File: src/rtl/mips_mem_pkg.sv
// Shared types and defaults for the unified-memory port arbiter.
package mips_mem_pkg;

  localparam int unsigned ADDR_W_DEF = 32;
  localparam int unsigned DATA_W_DEF = 32;
  localparam int unsigned CNT_W      = 4;

  typedef enum logic [1:0] {
    IDLE = 2'd0,
    WAIT = 2'd1,
    DONE = 2'd2
  } arb_state_t;

  typedef enum logic {
    OWN_IF = 1'b0,
    OWN_DM = 1'b1
  } owner_t;

endpackage

File: src/rtl/mem_arb_select.sv
// Winner select: data first, unless a pending fetch has been starved to the limit.
module mem_arb_select
  import mips_mem_pkg::*;
#(
  parameter int unsigned STARVE_LIMIT = 3
) (
  input  logic             if_req,
  input  logic             dm_req,
  input  logic [CNT_W-1:0] starve_cnt,
  output logic             any_req_c,
  output owner_t           winner_c
);

  always_comb begin
    any_req_c = if_req | dm_req;
    winner_c  = OWN_IF;
    if (dm_req && !(if_req && (starve_cnt >= CNT_W'(STARVE_LIMIT)))) begin
      winner_c = OWN_DM;
    end
  end

endmodule

File: src/rtl/mem_port_arbiter.sv
// IF/MEM single-port memory arbiter with fixed-latency access sequencing.
// Optional stall counters under MEM_ARB_PERF_CNT_EN.
module mem_port_arbiter
  import mips_mem_pkg::*;
#(
  parameter int unsigned ADDR_W       = ADDR_W_DEF,
  parameter int unsigned DATA_W       = DATA_W_DEF,
  parameter int unsigned MEM_LAT      = 2,
  parameter int unsigned STARVE_LIMIT = 3
) (
  input  logic              clk,
  input  logic              rst,
  input  logic              if_req,
  input  logic [ADDR_W-1:0] if_addr,
  output logic [DATA_W-1:0] if_rdata,
  output logic              if_ready,
  output logic              if_stall,
  input  logic              dm_req,
  input  logic              dm_we,
  input  logic [ADDR_W-1:0] dm_addr,
  input  logic [DATA_W-1:0] dm_wdata,
  output logic [DATA_W-1:0] dm_rdata,
  output logic              dm_ready,
  output logic              dm_stall,
  output logic              mem_en,
  output logic              mem_we,
  output logic [ADDR_W-1:0] mem_addr,
  output logic [DATA_W-1:0] mem_wdata,
  input  logic [DATA_W-1:0] mem_rdata
`ifdef MEM_ARB_PERF_CNT_EN
  ,
  output logic [31:0]       if_stall_cnt,
  output logic [31:0]       dm_stall_cnt
`endif
);

  arb_state_t       state, state_nxt;
  owner_t           owner_q;
  logic             we_q;
  logic [CNT_W-1:0] cnt_q;
  logic [CNT_W-1:0] starve_q;
  logic             any_req_c;
  owner_t           winner_c;
  logic             issue_c;
  logic             last_c;

  mem_arb_select #(.STARVE_LIMIT(STARVE_LIMIT)) u_select (
    .if_req     (if_req),
    .dm_req     (dm_req),
    .starve_cnt (starve_q),
    .any_req_c  (any_req_c),
    .winner_c   (winner_c)
  );

  // Next state and the combinational issue strobe; issue is blocked during reset.
  always_comb begin
    state_nxt = state;
    issue_c   = 1'b0;
    last_c    = 1'b0;
    case (state)
      IDLE: begin
        if (any_req_c && !rst) begin
          issue_c   = 1'b1;
          state_nxt = WAIT;
        end
      end
      WAIT: begin
        if (cnt_q == '0) begin
          last_c    = 1'b1;
          state_nxt = DONE;
        end
      end
      DONE:    state_nxt = IDLE;
      default: state_nxt = IDLE;
    endcase
  end

  // Memory command is driven only on the issue cycle, zero otherwise.
  always_comb begin
    mem_en    = issue_c;
    mem_we    = issue_c && (winner_c == OWN_DM) && dm_we;
    mem_addr  = '0;
    mem_wdata = '0;
    if (issue_c) begin
      mem_addr = (winner_c == OWN_DM) ? dm_addr : if_addr;
    end
    if (mem_we) begin
      mem_wdata = dm_wdata;
    end
  end

  assign if_stall = if_req & ~if_ready;
  assign dm_stall = dm_req & ~dm_ready;

  always_ff @(posedge clk or posedge rst) begin
    if (rst) begin
      state    <= IDLE;
      owner_q  <= OWN_IF;
      we_q     <= 1'b0;
      cnt_q    <= '0;
      starve_q <= '0;
      if_rdata <= '0;
      dm_rdata <= '0;
      if_ready <= 1'b0;
      dm_ready <= 1'b0;
    end else begin
      state    <= state_nxt;
      if_ready <= 1'b0;
      dm_ready <= 1'b0;
      if (issue_c) begin
        owner_q <= winner_c;
        we_q    <= (winner_c == OWN_DM) && dm_we;
        cnt_q   <= CNT_W'(MEM_LAT - 1);
        // Count data wins that bypass a waiting fetch; any other outcome resets it.
        if ((winner_c == OWN_DM) && if_req) begin
          if (starve_q < CNT_W'(STARVE_LIMIT)) begin
            starve_q <= starve_q + CNT_W'(1);
          end
        end else begin
          starve_q <= '0;
        end
      end else if ((state == WAIT) && (cnt_q != '0)) begin
        cnt_q <= cnt_q - CNT_W'(1);
      end
      if (last_c) begin
        if (owner_q == OWN_IF) begin
          if_rdata <= mem_rdata;
          if_ready <= 1'b1;
        end else begin
          if (!we_q) begin
            dm_rdata <= mem_rdata;
          end
          dm_ready <= 1'b1;
        end
      end
    end
  end

`ifdef MEM_ARB_PERF_CNT_EN
  // Saturating per-requester stall cycle counters.
  always_ff @(posedge clk or posedge rst) begin
    if (rst) begin
      if_stall_cnt <= '0;
      dm_stall_cnt <= '0;
    end else begin
      if (if_stall && (if_stall_cnt != 32'hFFFF_FFFF)) begin
        if_stall_cnt <= if_stall_cnt + 32'd1;
      end
      if (dm_stall && (dm_stall_cnt != 32'hFFFF_FFFF)) begin
        dm_stall_cnt <= dm_stall_cnt + 32'd1;
      end
    end
  end
`endif

endmodule
File: config.mk
export PLATFORM = sky130hd
export DESIGN_NAME = mem_port_arbiter
export DESIGN_NICKNAME = d
export VERILOG_FILES = /design/src/rtl/mips_mem_pkg.sv /design/src/rtl/mem_arb_select.sv /design/src/rtl/mem_port_arbiter.sv
export SDC_FILE = /design/constraint.sdc
export NUM_CORES = 1
export LEC_CHECK = 0
export ABC_AREA = 1
export CORE_MARGIN = 3
export CORE_UTILIZATION = 30
export DETAILED_ROUTE_END_ITERATION = 8
export HOLD_SLACK_MARGIN = 0.08
export PLACE_DENSITY = 0.77
export SKIP_LAST_GASP = 1
export SLEW_MARGIN = 15
export SYNTH_ARGS = -nofsm -noshare
export SYNTH_HDL_FRONTEND = slang
export SYNTH_SLANG_ARGS = --single-unit
File: constraint.sdc
create_clock -name clk -period 6.1 [get_ports clk]
set_clock_uncertainty 0.05 [all_clocks]
set_input_delay 1.83 -clock clk [delete_from_list [all_inputs] [get_ports clk]]
set_output_delay 1.83 -clock clk [all_outputs]
set_load 0.01 [all_outputs]
==> results by group, run 1 <==
Run status
  – Status: finished clean

Synthesis
  – EDFF count, synth: 0
  – Syn nets: between 700 and 800
  – Netlist cell types: 23
  – Yosys reg bits: 78
  – Async SR Flop Fraction: 100%
  – Most numerous cell in the Yosys netlist: nand2_1
  – Part of the Yosys area used for sequential elements: around 46%
  – Synthesized area: between 4000 and 5000 sq um
  – Share of the synthesized area in the top cell type: around 46%
  – Area leader, netlist: dfrtp_1
  – Synth top area cells: dfrtp_1, nand2_1, inv_1
  – YS warnings: 0
  – Mapped Cells: 569
  – Main synth FF type: dfrtp_1
  – Avg Inst Size Synth: 7.44 sq um
  – Most common library cells after synthesis: nand2_1, inv_1, dfrtp_1

Timing
  – Slew Limit Fails: 0
  – Final worst path period share: between 90% and 100%
  – Final hold vios: 0
  – Max Fclk: between 150 and 200 MHz
  – Worst-margin pin slew: about 0.80 ns
  – Minimum clock period: between 5 and 6 ns
  – RSZ-0062 raised after global routing: no
  – Total negative slack: 0 ns
  – Setup violations, final: 0
  – Worst rel slew slack: a little under half

Floorplan
  – Die area: ~16000 sq um
  – Die Y: between 100 and 150 microns
  – Initial Utilization: approximately a third
  – DIE WIDTH: roughly 120 microns
  – Ports: approximately 270
  – Core area: between 10000 and 15000 sq um
  – Site Rows: 42

Placement
  – IO buf count: 266
  – GPL Wtd Cong: a little under 0.9
  – DP Wirelength: about 10000 microns
  – Dpl cells: 983

CTS
  – Clk Latency, worst-skew pair: 0.32 ns
  – H-Tree Depth: 3
  – CTS sink count: 78
  – Resize count post-CTS: 0
  – Hold buffers post-CTS: 0
  – Max Buffers Root-to-Sink: 2
  – # Post-CTS Setup Buffers: 0
  – Root Driver: clkbuf_16
  – CTS tree: yes
  – TritonCTS buffer count: 9
  – Worst-path clk slew: around 0.060 ns

Power
  – Power Dens Cells: between 300 and 400 nW/um^2
  – Peak VDD IR: ~0.27 mV
  – Leakage: ~0.0035 uW

Finish
  – Share of cells above drive strength 1: around 7.3%
  – Nets: about 950
  – Antenna diodes: 0
  – Area Overhead vs Synth: 72.2%
  – Post-route insts no fill: 999

Min path
  – Class of the worst hold path: reg -> reg

Route
  – Wire per inst: approximately 13 microns
  – Routed wl met2: roughly 6800 microns
  – Final wirelength: 13400 microns
  – Met1 WL: about 5600 microns
  – Max Used Layer: met4
  – WL met3: 844 microns
  – Via Count: 4335
  – Drc violations: 0
  – Vias per cell: 4.34
  – Post-route ant nets: 0
  – DR pass1 iterations: 5
  – DRT iter0 DRCs: about 230

Global route
  – Largest net degree at the start of global routing: 65
  – Total gr overflow: 0
  – Initial antenna violation count: 0
  – Vias in the first global route: approximately 4.3k
  – Global Route Usage Sum: roughly 17%
  – First-pass GRT wire length: around 22000 microns

Worst setup path
  – Worst Path Max Fanout: 34
  – R2R Setup Slk: ~4.0 ns
  – Crit path arrival time: a little under 4 ns
  – Critical Path End Type: output port
  – Critical path required time: between 4 and 5 ns
  – Type of origin of the critical path: primary input
  – Worst setup path class: in -> out

Flow run
  – MaxCap Viol Count: 0
==> flip-flops by register name (all words and copies together), names as in the netlist <==
| name | flops |
|---|---|
| if_ready | 1 |
| cnt_q | 4 |
| dm_rdata | 32 |
| owner_q | 1 |
| dm_ready | 1 |
| if_rdata | 32 |
| starve_q | 4 |
| state | 2 |
| we_q | 1 |
==> metrics by stage <==
stage	utilization [%]	power [uW]	cell area, sq um	setup WS (ns)	hold WS, ns
after floorplan	-	1550	4240	0.439	0.387
after global placement	51.7	2260	6980	0.420	0.401
after detailed placement	51.7	2290	6980	0.373	0.404
after CTS	54.0	2850	7290	0.368	0.421
after global routing	54.0	3030	7290	0.221	0.454
final	54.0	2810	7290	0.361	0.419
==> routing by layer <==
layer,vias up,GRT usage [%]
li1,2255,-
met1,1906,20.5
met2,160,29.6
met3,14,4.07
met4,0,4.19
met5,-,0
==> cells in the final DEF (no fill, tap or decap), types with 2 or more instances in the layout <==
cell,n
a21oi_1,32
buf_4,9
clkbuf_16,9
clkdlybuf4s50_1,265
clkinvlp_4,2
dfrtp_1,78
ha_1,3
inv_1,110
inv_2,2
inv_6,3
nand2_1,117
nand2_2,4
nand3_1,38
nand4_1,2
nor2_1,40
nor3_1,33
o21ai_0,16
o21ai_1,27
o21ai_2,23
==> worst max-delay path: stages <==
cell and delay, ns:
clkdlybuf4s50_1 0.51, inv_1 0.07, nand2_1 0.08, nand3_2 0.10, inv_2 0.45, nand2_1 0.12, nor2_1 0.13, clkdlybuf4s50_1 0.56
==> final timing paths <==
| check | start | end | cells past startpoint |
|---|---|---|---|
| setup / recovery | if_req | mem_addr[27] | 8 |
| hold / removal | starve_q[2] | starve_q[2] | 2 |
| hold reg to reg | starve_q[2] | starve_q[2] | 2 |
| max in group asynchronous | rst | if_rdata[3] | 4 |
| setup reg to reg | cnt_q[0] | if_rdata[20] | 8 |
| min in group asynchronous | rst | cnt_q[3] | 3 |
==> final cells by class <==
| type | count | area, sq um |
|---|---|---|
| clock inverters | 7 | 80.1 |
| well taps | 176 | 220 |
| repair buffers | 276 | 2750 |
| fillers | 1251 | 6220 |
| flip-flops and latches | 78 | 1950 |
| inverters | 113 | 428 |
| clock buffers | 9 | 225 |
| multi-input cells | 340 | 1640 |
==> logic make-up after synthesis <==
family | count (synthesis) | synth area share (%)
AO/OA/AOI/OAI | 99 | 13.8
adder cells (fa/ha/maj) | 3 | 0.887
flip-flops | 78 | 46.1
XOR/XNOR | 1 | 0.207
AND/OR/NAND/NOR | 237 | 23.7
buffers and inverters | 151 | 15.3
==> power by group <==
group,internal [uW],switching (uW)
combinational,725,640
sequential,766,135
clock,323,220
total,1810,995
Note: power is estimated with default switching activity, not from simulation.
==> inputs of run 2 (changes only) <==
--- a/config.mk
+++ b/config.mk
@@ -11,6 +11,7 @@
 export DETAILED_ROUTE_END_ITERATION = 8
 export HOLD_SLACK_MARGIN = 0.08
 export PLACE_DENSITY = 0.77
+export REMOVE_ABC_BUFFERS = 1
 export SKIP_LAST_GASP = 1
 export SLEW_MARGIN = 15
 export SYNTH_ARGS = -nofsm -noshare
==> run 2 against run 1 <==
Compared with the run above:
- power decreased by 0.53%
- die area unchanged
- first-iteration DRC count decreased by 9.1%
- combinational power about the same
- final area decreased by 0.38%
- global-route usage increased by 2.2 points
- routed wire length increased by 11%
- fmax increased by 2.6%
- count of clock-buffer cells in the layout increased by 2
- final cell count decreased by 0.40%
- worst hold slack improved by 0.0031 ns
- critical path type unchanged
- largest power group unchanged
==> results by group, run 2 (same netlist as run 1, synthesis figures left out) <==
Run status
  – Status: finished clean (unchanged)

Worst setup path
  – Critical path required time: 4.22 ns (about the same)
  – Worst Path Max Fanout: 31 (was 34)
  – Type of origin of the critical path: primary input (unchanged)
  – Worst setup path class: in -> out (unchanged)
  – Worst-case reg-to-reg path depth: 6 (was 8)
  – Crit path arrival time: 3.71 ns (was 3.86 ns)
  – Critical Path End Type: output port (unchanged)

CTS
  – # Post-CTS Setup Buffers: 0 (unchanged)
  – Root Driver: clkbuf_16 (unchanged)
  – TritonCTS buffer count: 9 (unchanged)
  – Resize count post-CTS: 0 (unchanged)
  – CTS tree: yes (unchanged)
  – Clk Latency, worst-skew pair: 0.32 ns (about the same)
  – Max Buffers Root-to-Sink: 2 (unchanged)
  – Hold buffers post-CTS: 0 (unchanged)
  – Worst-path clk slew: 0.06 ns (about the same)
  – CTS sink count: 78 (unchanged)
  – H-Tree Depth: 3 (unchanged)

Route
  – Final wirelength: 14900 microns (was 13400 microns)
  – Post-route ant nets: 0 (unchanged)
  – DR pass1 iterations: 4 (was 5)
  – DRT iter0 DRCs: 210 (was 231)
  – Wire per inst: 14.9 microns (was 13.4 microns)
  – Via Count: 4409 (was 4335)
  – Drc violations: 0 (unchanged)
  – Vias per cell: 4.43 (was 4.34)

Power
  – Tot Pwr: 2790 uW (was 2810 uW)
  – Power Dens Cells: 385 nW/um^2 (about the same)
  – Peak VDD IR: 0.243 mV (was 0.265 mV)
  – Leakage: 0.00348 uW (was 0.00349 uW)

Min path
  – Class of the worst hold path: reg -> reg (unchanged)
  – Hold Crit Depth: 2 (unchanged)

Finish
  – Nets: 951 (was 954)
  – Antenna diodes: 0 (unchanged)
  – Post-route insts no fill: 995 (was 999)
  – Area Overhead vs Synth: 71.5% (was 72.2%)
  – Largest regs: dm_rdata x32, if_rdata x32 (unchanged)
  – Most frequent cells in the layout: clkdlybuf4s50_1, nand2_1, inv_1, dfrtp_1, nor2_1 (unchanged)
  – Share of cells above drive strength 1: 6.72% (was 7.29%)
  – Leading cell type in the layout, fill and taps excluded: clkdlybuf4s50_1 (unchanged)

Floorplan
  – Initial Utilization: 31.4% (unchanged)
  – DIE WIDTH: 125 microns (unchanged)
  – Die area: 15600 sq um (unchanged)
  – Core area: 13500 sq um (unchanged)
  – Ports: 267 (unchanged)
  – Site Rows: 42 (unchanged)
  – Die Y: 125 microns (unchanged)

Placement
  – IO buf count: 266 (unchanged)
  – DP Wirelength: 11200 microns (was 10100 microns)
  – Dpl cells: 980 (was 983)
  – GPL Wtd Cong: 0.910 (was 0.882)

Timing
  – Final hold vios: 0 (unchanged)
  – Worst rel slew slack: 26.6% (was 46.6%)
  – Final worst path period share: 91.7% (was 94.1%)
  – Total negative slack: 0 ns (unchanged)
  – Worst-margin pin slew: 1.10 ns (was 0.801 ns)
  – RSZ-0062 raised after global routing: no (unchanged)
  – Max Fclk: 179 MHz (was 174 MHz)
  – Slew Limit Fails: 0 (unchanged)
  – Minimum clock period: 5.59 ns (was 5.74 ns)
  – Setup violations, final: 0 (unchanged)

Global route
  – First-pass GRT wire length: 23900 microns (was 21900 microns)
  – Largest net degree at the start of global routing: 79 (was 65)
  – Vias in the first global route: 4383 (was 4253)
  – Grt peak-use layer: met2 (unchanged)
  – Met1 Use GR: 23.8% (was 20.5%)
  – Initial antenna violation count: 0 (unchanged)
  – M3 GR Usage: 6.05% (was 4.07%)
  – Met2 usage: 31.1% (was 29.6%)
  – Global Route Usage Sum: 18.9% (was 16.8%)
  – Total gr overflow: 0 (unchanged)

Flow run
  – MaxCap Viol Count: 0 (unchanged)
==> run 2: layout make-up <==
| class | instances | area (sq um) |
|---|---|---|
| clock buffer | 11 | 243 |
| clock inverter | 4 | 47.5 |
| fill | 1284 | 6240 |
| inverter | 113 | 425 |
| multi-input combinational | 340 | 1640 |
| sequential | 78 | 1950 |
| tap | 176 | 220 |
| timing repair buffer | 273 | 2740 |
==> run 2: worst max-delay path, stage by stage <==
cell	delay [ns]
clkdlybuf4s50_1	0.53
inv_1	0.07
nand2_1	0.09
nand3_2	0.08
inv_2	0.13
buf_12	0.19
nand2_1	0.07
nor2_1	0.13
clkdlybuf4s50_1	0.60
==> run 2: per-layer routing <==
layer / wire length [microns] / up-vias
li1: - / 2244
met1: 6360 / 1963
met2: 7050 / 185
met3: 1160 / 17
met4: 275 / 0
met5: 0 / -
==> run 2: worst paths after layout <==
kind / from / to / slack, ns
setup / recovery: if_req / mem_addr[2] / 0.51
hold / removal: starve_q[2] / starve_q[2] / 0.42
setup reg to reg: cnt_q[0] / dm_rdata[18] / 3.98
hold reg to reg: starve_q[2] / starve_q[2] / 0.42
max in group asynchronous: rst / dm_rdata[11] / 3.21
min in group asynchronous: rst / owner_q / 2.09
==> run 2: report_power, final <==
part	internal [uW]	switching (uW)	total, uW
Sequential	767	141	908
Clock	324	197	521
Combinational	726	639	1370
Total	1820	977	2790
==> run 2: stage by stage <==
| step | instance area, sq um | util, % | setup slack (ns) | hold WS (ns) |
|---|---|---|---|---|
| after floorplan | 4010 | - | -1.08 | 0.387 |
| after global placement | 6970 | 51.6 | 0.550 | 0.399 |
| after detailed placement | 6970 | 51.6 | 0.516 | 0.408 |
| after CTS | 7260 | 53.8 | 0.500 | 0.426 |
| after global routing | 7260 | 53.8 | 0.378 | 0.443 |
| final | 7260 | 53.8 | 0.507 | 0.422 |
==> inputs of run 3 (changes only) <==
--- a/config.mk
+++ b/config.mk
@@ -5,15 +5,14 @@
 export SDC_FILE = /design/constraint.sdc
 export NUM_CORES = 1
 export LEC_CHECK = 0
-export ABC_AREA = 1
 export CORE_MARGIN = 3
 export CORE_UTILIZATION = 30
 export DETAILED_ROUTE_END_ITERATION = 8
 export HOLD_SLACK_MARGIN = 0.08
-export PLACE_DENSITY = 0.77
+export PLACE_DENSITY = 0.79
 export REMOVE_ABC_BUFFERS = 1
 export SKIP_LAST_GASP = 1
-export SLEW_MARGIN = 15
+export SLEW_MARGIN = 20
 export SYNTH_ARGS = -nofsm -noshare
 export SYNTH_HDL_FRONTEND = slang
 export SYNTH_SLANG_ARGS = --single-unit
==> run 3 against run 2 <==
Compared with the run above:
- die area decreased by 7.1%
- final cell count decreased by 22%
- count of clock-buffer cells in the layout unchanged
- power increased by 3.8%
- sequential power about the same
- final area decreased by 2.7%
- largest cell class unchanged
==> results by group, run 3 <==
Run status
  – Status: finished clean (unchanged)

Synthesis
  – Most common library cells after synthesis: dfrtp_1, nand2_1, and2_1, mux2_2, o22ai_1 (was nand2_1, inv_1, dfrtp_1)
  – Netlist cell types: 36 (was 23)
  – Part of the Yosys area used for sequential elements: 49.8% (was 46.1%)
  – Async SR Flop Fraction: 100% (unchanged)
  – Area leader, netlist: dfrtp_1 (unchanged)
  – Avg Inst Size Synth: 11.4 sq um (was 7.44 sq um)
  – YS warnings: 0 (unchanged)
  – Synthesized area: 3920 sq um (was 4230 sq um)
  – Main synth FF type: dfrtp_1 (unchanged)
  – Share of the synthesized area in the top cell type: 49.8% (was 46.1%)
  – Most numerous cell in the Yosys netlist: dfrtp_1 (was nand2_1)
  – Synth top area cells: dfrtp_1, mux2_4, mux2_2 (was dfrtp_1, nand2_1, inv_1)
  – Mapped Cells: 344 (was 569)
  – EDFF count, synth: 0 (unchanged)
  – Yosys reg bits: 78 (unchanged)

Worst setup path
  – Crit-path leading delay family: buffers and inverters (unchanged)
  – Type of origin of the critical path: primary input (unchanged)
  – Crit path arrival time: 3.97 ns (was 3.71 ns)
  – Worst setup path class: in -> out (unchanged)
  – Critical path required time: 4.22 ns (about the same)
  – Critical path cell sequence: clkdlybuf4s50_1, nor3_2, buf_12, nand2_1, o22ai_1, clkdlybuf4s50_1 (was clkdlybuf4s50_1, inv_1, nand2_1, nand3_2, inv_2, buf_12, nand2_1, nor2_1, clkdlybuf4s50_1)
  – Critical Path End Type: output port (unchanged)
  – CP peak stage delay: 0.64 ns (was 0.60 ns)
  – Critical Path Most Common Cell: clkdlybuf4s50_1
  – WP buf/inv: 3 (was 5)
  – CP max-delay cell: clkdlybuf4s50_1 (unchanged)
  – Worst Path Max Fanout: 64 (was 31)

Finish
  – Area Overhead vs Synth: 80.4% (was 71.5%)
  – Most frequent cells in the layout: clkdlybuf4s50_1, dfrtp_1, nand2_1, mux2_2, and2_1 (was clkdlybuf4s50_1, nand2_1, inv_1, dfrtp_1, nor2_1)
  – Area occupied by multi-input gates: 1780 sq um (was 1640 sq um)
  – Share of cells above drive strength 1: 15.6% (was 6.72%)
  – Antenna diodes: 0 (unchanged)
  – Filler cell count: 1063 (was 1284)
  – Largest regs: dm_rdata x32, if_rdata x32 (unchanged)
  – Leading cell type in the layout, fill and taps excluded: clkdlybuf4s50_1 (unchanged)
  – Nets: 740 (was 951)
  – Sequential Area: 1950 sq um (unchanged)

CTS
  – Hold buffers post-CTS: 0 (unchanged)
  – TritonCTS buffer count: 9 (unchanged)
  – Clk Latency, worst-skew pair: 0.32 ns (about the same)
  – Worst-path clk slew: 0.06 ns (about the same)
  – Root Driver: clkbuf_16 (unchanged)
  – Resize count post-CTS: 0 (unchanged)
  – CTS sink count: 78 (unchanged)
  – CTS tree: yes (unchanged)
  – H-Tree Depth: 3 (unchanged)
  – Max Buffers Root-to-Sink: 2 (unchanged)
  – # Post-CTS Setup Buffers: 0 (unchanged)

Timing
  – Final hold vios: 0 (unchanged)
  – Worst-margin pin slew: 0.721 ns (was 1.10 ns)
  – Worst hold slack: 0.433 ns (was 0.422 ns)
  – Max Fclk: 171 MHz (was 179 MHz)
  – Setup violations, final: 0 (unchanged)
  – RSZ-0062 raised after global routing: no (unchanged)
  – Worst rel slew slack: 51.9% (was 26.6%)
  – Final worst path period share: 95.9% (was 91.7%)
  – Final worst slack: 0.250 ns (was 0.507 ns)
  – Minimum clock period: 5.85 ns (was 5.59 ns)
  – Slew Limit Fails: 0 (unchanged)

Global route
  – Initial antenna violation count: 0 (unchanged)
  – Vias in the first global route: 3806 (was 4383)
  – Total gr overflow: 0 (unchanged)
  – First-pass GRT wire length: 21400 microns (was 23900 microns)
  – Largest net degree at the start of global routing: 65 (was 79)
  – Global Route Usage Sum: 18.7% (was 18.9%)

Placement
  – DP Wirelength: 10600 microns (was 11200 microns)
  – IO buf count: 266 (unchanged)
  – GPL Wtd Cong: 0.887 (was 0.910)
  – Pre-CTS WS: 0.289 ns (was 0.516 ns)

Power
  – Peak VDD IR: 0.275 mV (was 0.243 mV)
  – Power Dens Cells: 410 nW/um^2 (was 385 nW/um^2)
  – Leakage: 0.00294 uW (was 0.00348 uW)

Floorplan
  – Core area: 12700 sq um (was 13500 sq um)
  – Site Rows: 41 (was 42)
  – DIE WIDTH: 120 microns (was 125 microns)
  – Die area: 14500 sq um (was 15600 sq um)
  – Die Y: 120 microns (was 125 microns)
  – Initial Utilization: 30.9% (was 31.4%)
  – Ports: 267 (unchanged)

Route
  – Final wirelength: 13900 microns (was 14900 microns)
  – Post-route ant nets: 0 (unchanged)
  – Vias per cell: 4.68 (was 4.43)
  – Wire per inst: 17.8 microns (was 14.9 microns)
  – DRT iter0 DRCs: 135 (was 210)
  – Via Count: 3657 (was 4409)
  – Drc violations: 0 (unchanged)
  – DR pass1 iterations: 4 (unchanged)

Flow run
  – MaxCap Viol Count: 0 (unchanged)

Min path
  – Class of the worst hold path: reg -> reg (unchanged)
run 3: final timing paths:
kind                              from            to  slack, ns  depth (start not counted)
max in group asynchronous          rst  if_rdata[15]       3.15                          3
min reg2reg                starve_q[0]   starve_q[0]       0.43                          1
min                        starve_q[0]   starve_q[0]       0.43                          1
max                                rst   mem_addr[4]       0.25                          6
min in group asynchronous          rst  dm_rdata[11]       1.93                          2
max reg2reg                   cnt_q[0]  if_rdata[12]       3.30                          6
run 3: stage by stage:
stage                     TNS [ns]  cell area, sq um  utilization (%)  power (uW)  instances
after detailed placement         0              6730             53.1        2320        765
after global routing             0              7070             55.8        3070        781
final                            0              7070             55.8        2900        781
after global placement           0              6730             53.1        2280        765
after floorplan            -123.27              3750                -        1550        319
after CTS                        0              7070             55.8        2930        781
run 3: routing by layer:
layer | up-vias | part of all wire, % | wire [microns] | GRT usage [%]
met1 | 1748 | 40 | 5610 | 23.0
met5 | - | 0 | 0 | 0
met2 | 182 | 47 | 6540 | 29.7
li1 | 1707 | - | - | -
met4 | 0 | 2.5 | 344 | 6.94
met3 | 20 | 10 | 1410 | 7.20
run 3: worst register-to-register path: stages (launching register included):
cell     delay, ns
dfrtp_1       0.39
inv_1         0.11
ha_1          0.20
or3b_1        0.52
nor3_4        0.58
buf_4         0.43
mux2_2        0.40
run 3: cell type report:
cell class                      instances  area share (%)
Timing Repair Buffer                  274            39.1
Sequential cell                        78            27.6
Multi-Input combinational cell        234            25.2
Clock buffer                           11            3.58
Tap cell                              172            3.04
Clock inverter                          5            1.15
Inverter                                7           0.389
run 3: report_power, final:
part / switching (uW) / total, uW / internal [uW] / leakage (uW)
combinational: 545 / 1400 / 858 / 0.00183
sequential: 144 / 911 / 766 / 0.000945
clock: 206 / 587 / 380 / 0.000162
run 3: cells by family after synthesis:
group | share of synthesized area (%)
buffers and inverters | 5.05
adder cells (fa/ha/maj) | 0.958
flip-flops | 49.8
multiplexers | 21.5
AND/OR/NAND/NOR | 15.4
AO/OA/AOI/OAI | 7.22
